--- src/rtl/float_to_fixed_sp.sv ---
// float_to_fixed_sp: 3-stage IEEE-754 single -> signed Q(31-F).F fixed-point converter, saturating.
// Build option: define FLOAT_TO_FIXED_ROUND_EN for round-to-nearest-even instead of truncation.
module float_to_fixed_sp #(
    parameter int unsigned p_FRAC_BITS = 0
) (
    input  logic        i_CLK,
    input  logic        i_RST,
    input  logic [31:0] i_FLOAT_WORD,
    input  logic        i_VALID,
    output logic        o_READY,
    output logic [31:0] o_FIXED_WORD,
    output logic        o_VALID,
    input  logic        i_READY,
    output logic        o_OVERFLOW,
    output logic        o_INVALID
);
    localparam int unsigned WORD_W  = 32;
    localparam int unsigned EXP_W   = 8;
    localparam int unsigned MANT_W  = 23;
    localparam int unsigned SIG_W   = MANT_W + 1;
    localparam int unsigned SHIFT_W = 10;
    localparam int unsigned MAG_W   = WORD_W + 1;

    localparam logic [SHIFT_W-1:0] EXP_OFFSET      = SHIFT_W'(150);
    // Largest left shift that keeps every significand bit inside the 33-bit magnitude.
    localparam logic [SHIFT_W-1:0] MAX_LSHIFT      = SHIFT_W'(MAG_W - SIG_W);
    // Right shifts this large leave less than one half: result is zero in both builds.
    localparam logic [SHIFT_W-1:0] MIN_RSHIFT_ZERO = SHIFT_W'(SIG_W + 1);
    localparam logic [MAG_W-1:0]   POS_LIMIT       = MAG_W'(33'h0_7FFF_FFFF);
    localparam logic [MAG_W-1:0]   NEG_LIMIT       = MAG_W'(33'h0_8000_0000);
    localparam logic [WORD_W-1:0]  POS_SAT         = 32'h7FFF_FFFF;
    localparam logic [WORD_W-1:0]  NEG_SAT         = 32'h8000_0000;

    typedef struct packed {
        logic               sign;
        logic               nan;
        logic               inf;
        logic               zero;
        logic [SIG_W-1:0]   sig;
        logic [SHIFT_W-1:0] shift;
    } unpack_t;

    typedef struct packed {
        logic             sign;
        logic             nan;
        logic             inf;
        logic             zero;
        logic             ovf;
        logic [MAG_W-1:0] mag;
    } align_t;

    logic              adv_c;
    logic [EXP_W-1:0]  in_exp_c;
    logic [MANT_W-1:0] in_mant_c;

    unpack_t s1_c;
    unpack_t s1_q;
    logic    s1_valid;

    align_t             s2_c;
    align_t             s2_q;
    logic               s2_valid;
    logic [SHIFT_W-1:0] rshift_c;

    logic [WORD_W-1:0] fix_c;
    logic              ovf_c;
    logic              inv_c;

`ifdef FLOAT_TO_FIXED_ROUND_EN
    logic [2*SIG_W-1:0] ext_c;
`endif

    // Whole pipeline moves as one; it only holds while the output is blocked.
    assign adv_c   = !o_VALID || i_READY;
    assign o_READY = !i_RST && adv_c;

    assign in_exp_c  = i_FLOAT_WORD[30:23];
    assign in_mant_c = i_FLOAT_WORD[22:0];

    // S1: unpack and classify.
    always_comb begin
        s1_c       = '0;
        s1_c.sign  = i_FLOAT_WORD[31];
        s1_c.nan   = (in_exp_c == '1) && (in_mant_c != '0);
        s1_c.inf   = (in_exp_c == '1) && (in_mant_c == '0);
        s1_c.zero  = (in_exp_c == '0);
        s1_c.sig   = {in_exp_c != '0, in_mant_c};
        s1_c.shift = SHIFT_W'(in_exp_c) - EXP_OFFSET + SHIFT_W'(p_FRAC_BITS);
    end

    // S2: align the significand to the fixed-point grid.
    always_comb begin
        s2_c      = '0;
        s2_c.sign = s1_q.sign;
        s2_c.nan  = s1_q.nan;
        s2_c.inf  = s1_q.inf;
        s2_c.zero = s1_q.zero;
        rshift_c  = SHIFT_W'(0) - s1_q.shift;
`ifdef FLOAT_TO_FIXED_ROUND_EN
        ext_c     = '0;
`endif
        if (!s1_q.shift[SHIFT_W-1]) begin
            if (s1_q.shift > MAX_LSHIFT) begin
                s2_c.ovf = (s1_q.sig != '0);
            end else begin
                s2_c.mag = MAG_W'(s1_q.sig) << s1_q.shift[3:0];
                s2_c.ovf = s2_c.mag[MAG_W-1];
            end
        end else if (rshift_c < MIN_RSHIFT_ZERO) begin
`ifdef FLOAT_TO_FIXED_ROUND_EN
            // Upper half is the kept magnitude, bit below it the guard, the rest sticky.
            ext_c    = {s1_q.sig, SIG_W'(0)} >> rshift_c[4:0];
            s2_c.mag = MAG_W'(ext_c[2*SIG_W-1:SIG_W]);
            if (ext_c[SIG_W-1] && ((|ext_c[SIG_W-2:0]) || ext_c[SIG_W])) begin
                s2_c.mag = s2_c.mag + MAG_W'(1);
            end
`else
            s2_c.mag = MAG_W'(s1_q.sig >> rshift_c[4:0]);
`endif
        end
    end

    // S3: apply sign and saturate; specials take priority.
    always_comb begin
        fix_c = '0;
        ovf_c = 1'b0;
        inv_c = 1'b0;
        if (s2_q.nan) begin
            inv_c = 1'b1;
        end else if (s2_q.inf || s2_q.ovf) begin
            ovf_c = 1'b1;
            fix_c = s2_q.sign ? NEG_SAT : POS_SAT;
        end else if (!s2_q.zero) begin
            if (!s2_q.sign) begin
                if (s2_q.mag > POS_LIMIT) begin
                    ovf_c = 1'b1;
                    fix_c = POS_SAT;
                end else begin
                    fix_c = s2_q.mag[WORD_W-1:0];
                end
            end else begin
                if (s2_q.mag > NEG_LIMIT) begin
                    ovf_c = 1'b1;
                    fix_c = NEG_SAT;
                end else begin
                    fix_c = ~s2_q.mag[WORD_W-1:0] + WORD_W'(1);
                end
            end
        end
    end

    // Pipeline registers; output word and flags are zero whenever no result is presented.
    always_ff @(posedge i_CLK) begin
        if (i_RST) begin
            s1_valid     <= 1'b0;
            s1_q         <= '0;
            s2_valid     <= 1'b0;
            s2_q         <= '0;
            o_VALID      <= 1'b0;
            o_FIXED_WORD <= '0;
            o_OVERFLOW   <= 1'b0;
            o_INVALID    <= 1'b0;
        end else if (adv_c) begin
            s1_valid     <= i_VALID;
            s1_q         <= s1_c;
            s2_valid     <= s1_valid;
            s2_q         <= s2_c;
            o_VALID      <= s2_valid;
            o_FIXED_WORD <= s2_valid ? fix_c : '0;
            o_OVERFLOW   <= s2_valid && ovf_c;
            o_INVALID    <= s2_valid && inv_c;
        end
    end

endmodule

--- config.mk ---
export PLATFORM = sky130hd
export DESIGN_NAME = float_to_fixed_sp
export DESIGN_NICKNAME = d
export VERILOG_FILES = /design/src/rtl/float_to_fixed_sp.sv
export SDC_FILE = /design/constraint.sdc
export NUM_CORES = 1
export LEC_CHECK = 0
export CORE_MARGIN = 2
export CORE_UTILIZATION = 53
export DETAILED_ROUTE_END_ITERATION = 12
export GPL_TIMING_DRIVEN = 0
export PLACE_DENSITY = 0.79
export SETUP_SLACK_MARGIN = 0.3
export SYNTH_ARGS = -nofsm -noshare
export SYNTH_HDL_FRONTEND = slang
export SYNTH_SLANG_ARGS = --single-unit
export TNS_END_PERCENT = 30
--- constraint.sdc ---
create_clock -name i_CLK -period 3.1 [get_ports i_CLK]
set_input_delay 0.62 -clock i_CLK [delete_from_list [all_inputs] [get_ports i_CLK]]
set_output_delay 0.62 -clock i_CLK [all_outputs]
set_load 0.02 [all_outputs]
==> flow_summary_export.csv <==
group,metric,value,unit
worst_setup_path,startpoint,"i_READY",
synth,synth_warnings,0,
synth,synth_ff_type,"dfxtp_1",
clocking,clock_sinks,112,
power_and_ir_drop,peakVddDrop,0.365,mV
drt,num_vias,8663,
min_path,min_path_cells,2,
run_status,status,"finished clean",
run,maxCapViolCount,0,
worst_setup_path,worst-endpoint-arrival,2.24,ns
final_layout,final_cell_area,9610,µm²
clocking,clockBufferDepth,2,
die,die_area,16200,µm²
final_layout,utilization,63.9,%
clocking,cts.reportedPaths.clkPinSlew,0.08,ns
clocking,cts_inserted_buffers,9,
synth,synth_edf_count,0,
final_layout,final_layout_size_suffix_gt1_share,13.2,%
drt,vias_per_cell,6.60,
die,start_util,53.4,%
die,ioPinCount,72,
worst_setup_path,crit_type,"input port to output port",
timing,skew,0.0133,ns
power_and_ir_drop,powerDensity,432,nW/µm²
final_layout,final_nets,1160,
drt,wl_per_cell,22.1,µm
clocking,cts_max_level,3,
synth,post-synth-top-area-cell,"dfxtp_1",
final_layout,syn_to_final_growth,19.6,%
timing,hold_viol,0,
global_routing,grt_max_degree,22,
global_routing,grt_usage,36.1,%
timing,report.final.setup_viol,0,
worst_setup_path,cp.required,2.48,ns
synth,ys_async_sr_fraction,0,%
synth,syn-cell-area,8040,µm²
worst_setup_path,crit_path_end_kind,"output port",
die,die_width,127,µm
timing,grt_setup_unrepaired,"true",
synth,syn-instance-count,1024,
final_layout,final.fill_count,1352,
synth,yosysSeqAreaShare,27.9,%
drt,first_pass_iters,9,
placement,post-place-ws,-0.459,ns
clocking,cts_root_buf,"clkbuf_16",
power_and_ir_drop,p_leak,3.53,nW
worst_setup_path,r2r_start,"s1_q[0]$_SDFFE_PP0N_",
synth,synth_nets,1065,
worst_setup_path,ff2ff_path_depth,13,
min_path,hold_path_class,"register to register",
drt,antenna_left,0,
clocking,clk-insertion-delay-late,0.37,ns
timing,final.setup.worst_slack,0.237,ns
synth,synth_top_area_share,27.9,%
worst_setup_path,cp_max_fo,9,
synth,synth.distinct_cells,72,
drt,first_iter_violations,1086,
clocking,cts_tree,"done",
synth,synth_area_leaders,"dfxtp_1, nand2_1, mux4_2",
global_routing,antenna_found_initial,0,
placement,port-buffer-count,71,
timing,fmax,349,MHz
placement,place_area,8990,µm²
global_routing,grt-ovfl-total,0,
timing,max_slew_margin,44.4,%
final_layout,layout_commonest_cell,"nand2_1",
timing,maxSlewViolCount,0,
timing,worstMarginPinSlew,0.830,ns
placement,dpl.hpwl,22000,µm
timing,hold_ws,0.456,ns
final_layout,antennaDiodeCount,0,
global_routing,grt_pass1_wl,45400,µm
worst_setup_path,r2r_setup_slack,0.24,ns
final_layout,final_cell_mix,"nand2_1, dfxtp_1, a21oi_1",
synth,avgSynthCellArea,7.85,µm²
die,coreArea,15000,µm²
synth,ys_ff_latch,112,
placement,gp_congestion,1.04,
clocking,ctsHoldBuffers,0,
timing,period_share,92.4,%
min_path,hold_start,"o_INVALID$_SDFFE_PP0N_",
timing,layout_min_cycle_time,2.86,ns
drt,drc,0,
global_routing,grt_pass1_vias,8021,
drt,wl,29000,µm
die,core.rowCount,45,
worst_setup_path,setup.worst_path.start_class,"input port",
die,die_h,127,µm
==> worst max-delay path: stages <==
cell and delay (ns):
clkdlybuf4s50_1 0.47, nor2b_1 0.05, clkbuf_2 0.23, nor2_2 0.23
clkdlybuf4s50_1 0.64
==> metrics by stage <==
stage | total power, mW | setup TNS (ns) | instances
after floorplan | 2.49 | 0 | 1024
after global placement | 2.86 | -7.77 | 1283
after detailed placement | 2.86 | -7.37 | 1283
after CTS | 4.09 | 0 | 1309
after global routing | 4.31 | 0 | 1312
final | 4.16 | 0 | 1312
==> report_power, final <==
group,total [mW],leakage (nW),internal (mW),switching [mW]
Combinational,1.40,2.47,0.575,0.820
Sequential,1.57,0.915,1.49,0.0774
Clock,1.19,0.143,0.570,0.618
Total,4.16,3.53,2.64,1.52
==> synthesized netlist by cell type (all sizes together) (4+ instances only) <==
cell,number
ha,5
o21ai,51
or3,8
a31oi,8
nand4,24
a311oi,9
mux4,31
a2bb2oi,5
mux2,9
a211oi,18
clkbuf,58
or4,6
xor2,15
a22oi,5
a221oi,18
and2,4
nand2,182
nor3,34
a21oi,108
buf,44
nand3b,8
mux2i,47
o221ai,12
nand2b,6
xnor2,15
inv,9
nor4,21
nand3,25
o211ai,8
nor2,73
dfxtp,112
==> layer usage <==
| layer | wire length [µm] | up-vias | track usage (%) |
|---|---|---|---|
| met3 | 2880 | 79 | 7.83 |
| met5 | 0 | - | 0 |
| met2 | 13100 | 502 | 56.2 |
| met4 | 1360 | 0 | 17.7 |
| met1 | 11600 | 4108 | 47.8 |
| li1 | - | 3974 | - |
==> registers in the layout, indices dropped and copies added, names as in the netlist <==
register,cells
o_FIXED_WORD,32
o_INVALID,1
o_OVERFLOW,1
o_VALID,1
s1_q,37
s1_valid,1
s2_q,38
s2_valid,1
==> cells by family (layout without fill, tap and decap cells) <==
family	count (synthesis)	count (layout)	share of synthesized area [%]
AO/OA/AOI/OAI	270	270	21.5
XOR/XNOR	30	30	3.50
adder cells (fa/ha/maj)	5	5	0.779
buffers and inverters	111	211	6.18
flip-flops	112	112	27.9
multiplexers	87	87	15.9
AND/OR/NAND/NOR	409	409	24.2
==> area by class of cell <==
cell class / instances / area, µm² / share of cell area, %
buffer: 102 / 526 / 5.47
tap: 188 / 235 / 2.45
clock buffer: 9 / 225 / 2.34
clock inverter: 7 / 72.6 / 0.755
multi-input combinational: 801 / 5460 / 56.8
timing repair buffer: 84 / 808 / 8.41
inverter: 9 / 41.3 / 0.430
sequential: 112 / 2240 / 23.3
==> timing repair <==
| action | in CTS | in global routing |
|---|---|---|
| gates resized for setup | 38 | 18 |
| buffers inserted | 10 | 3 |
| pin swaps | 2 | 3 |
| endpoints found under the setup margin | 40 | 45 |
==> final timing paths <==
check	to
worst max-delay path	o_READY
worst min-delay path	o_INVALID$_SDFFE_PP0N_
worst max register to register	s2_q[18]$_SDFFE_PP0N_
worst min register to register	o_INVALID$_SDFFE_PP0N_
Power figures use the tool's default switching activity.
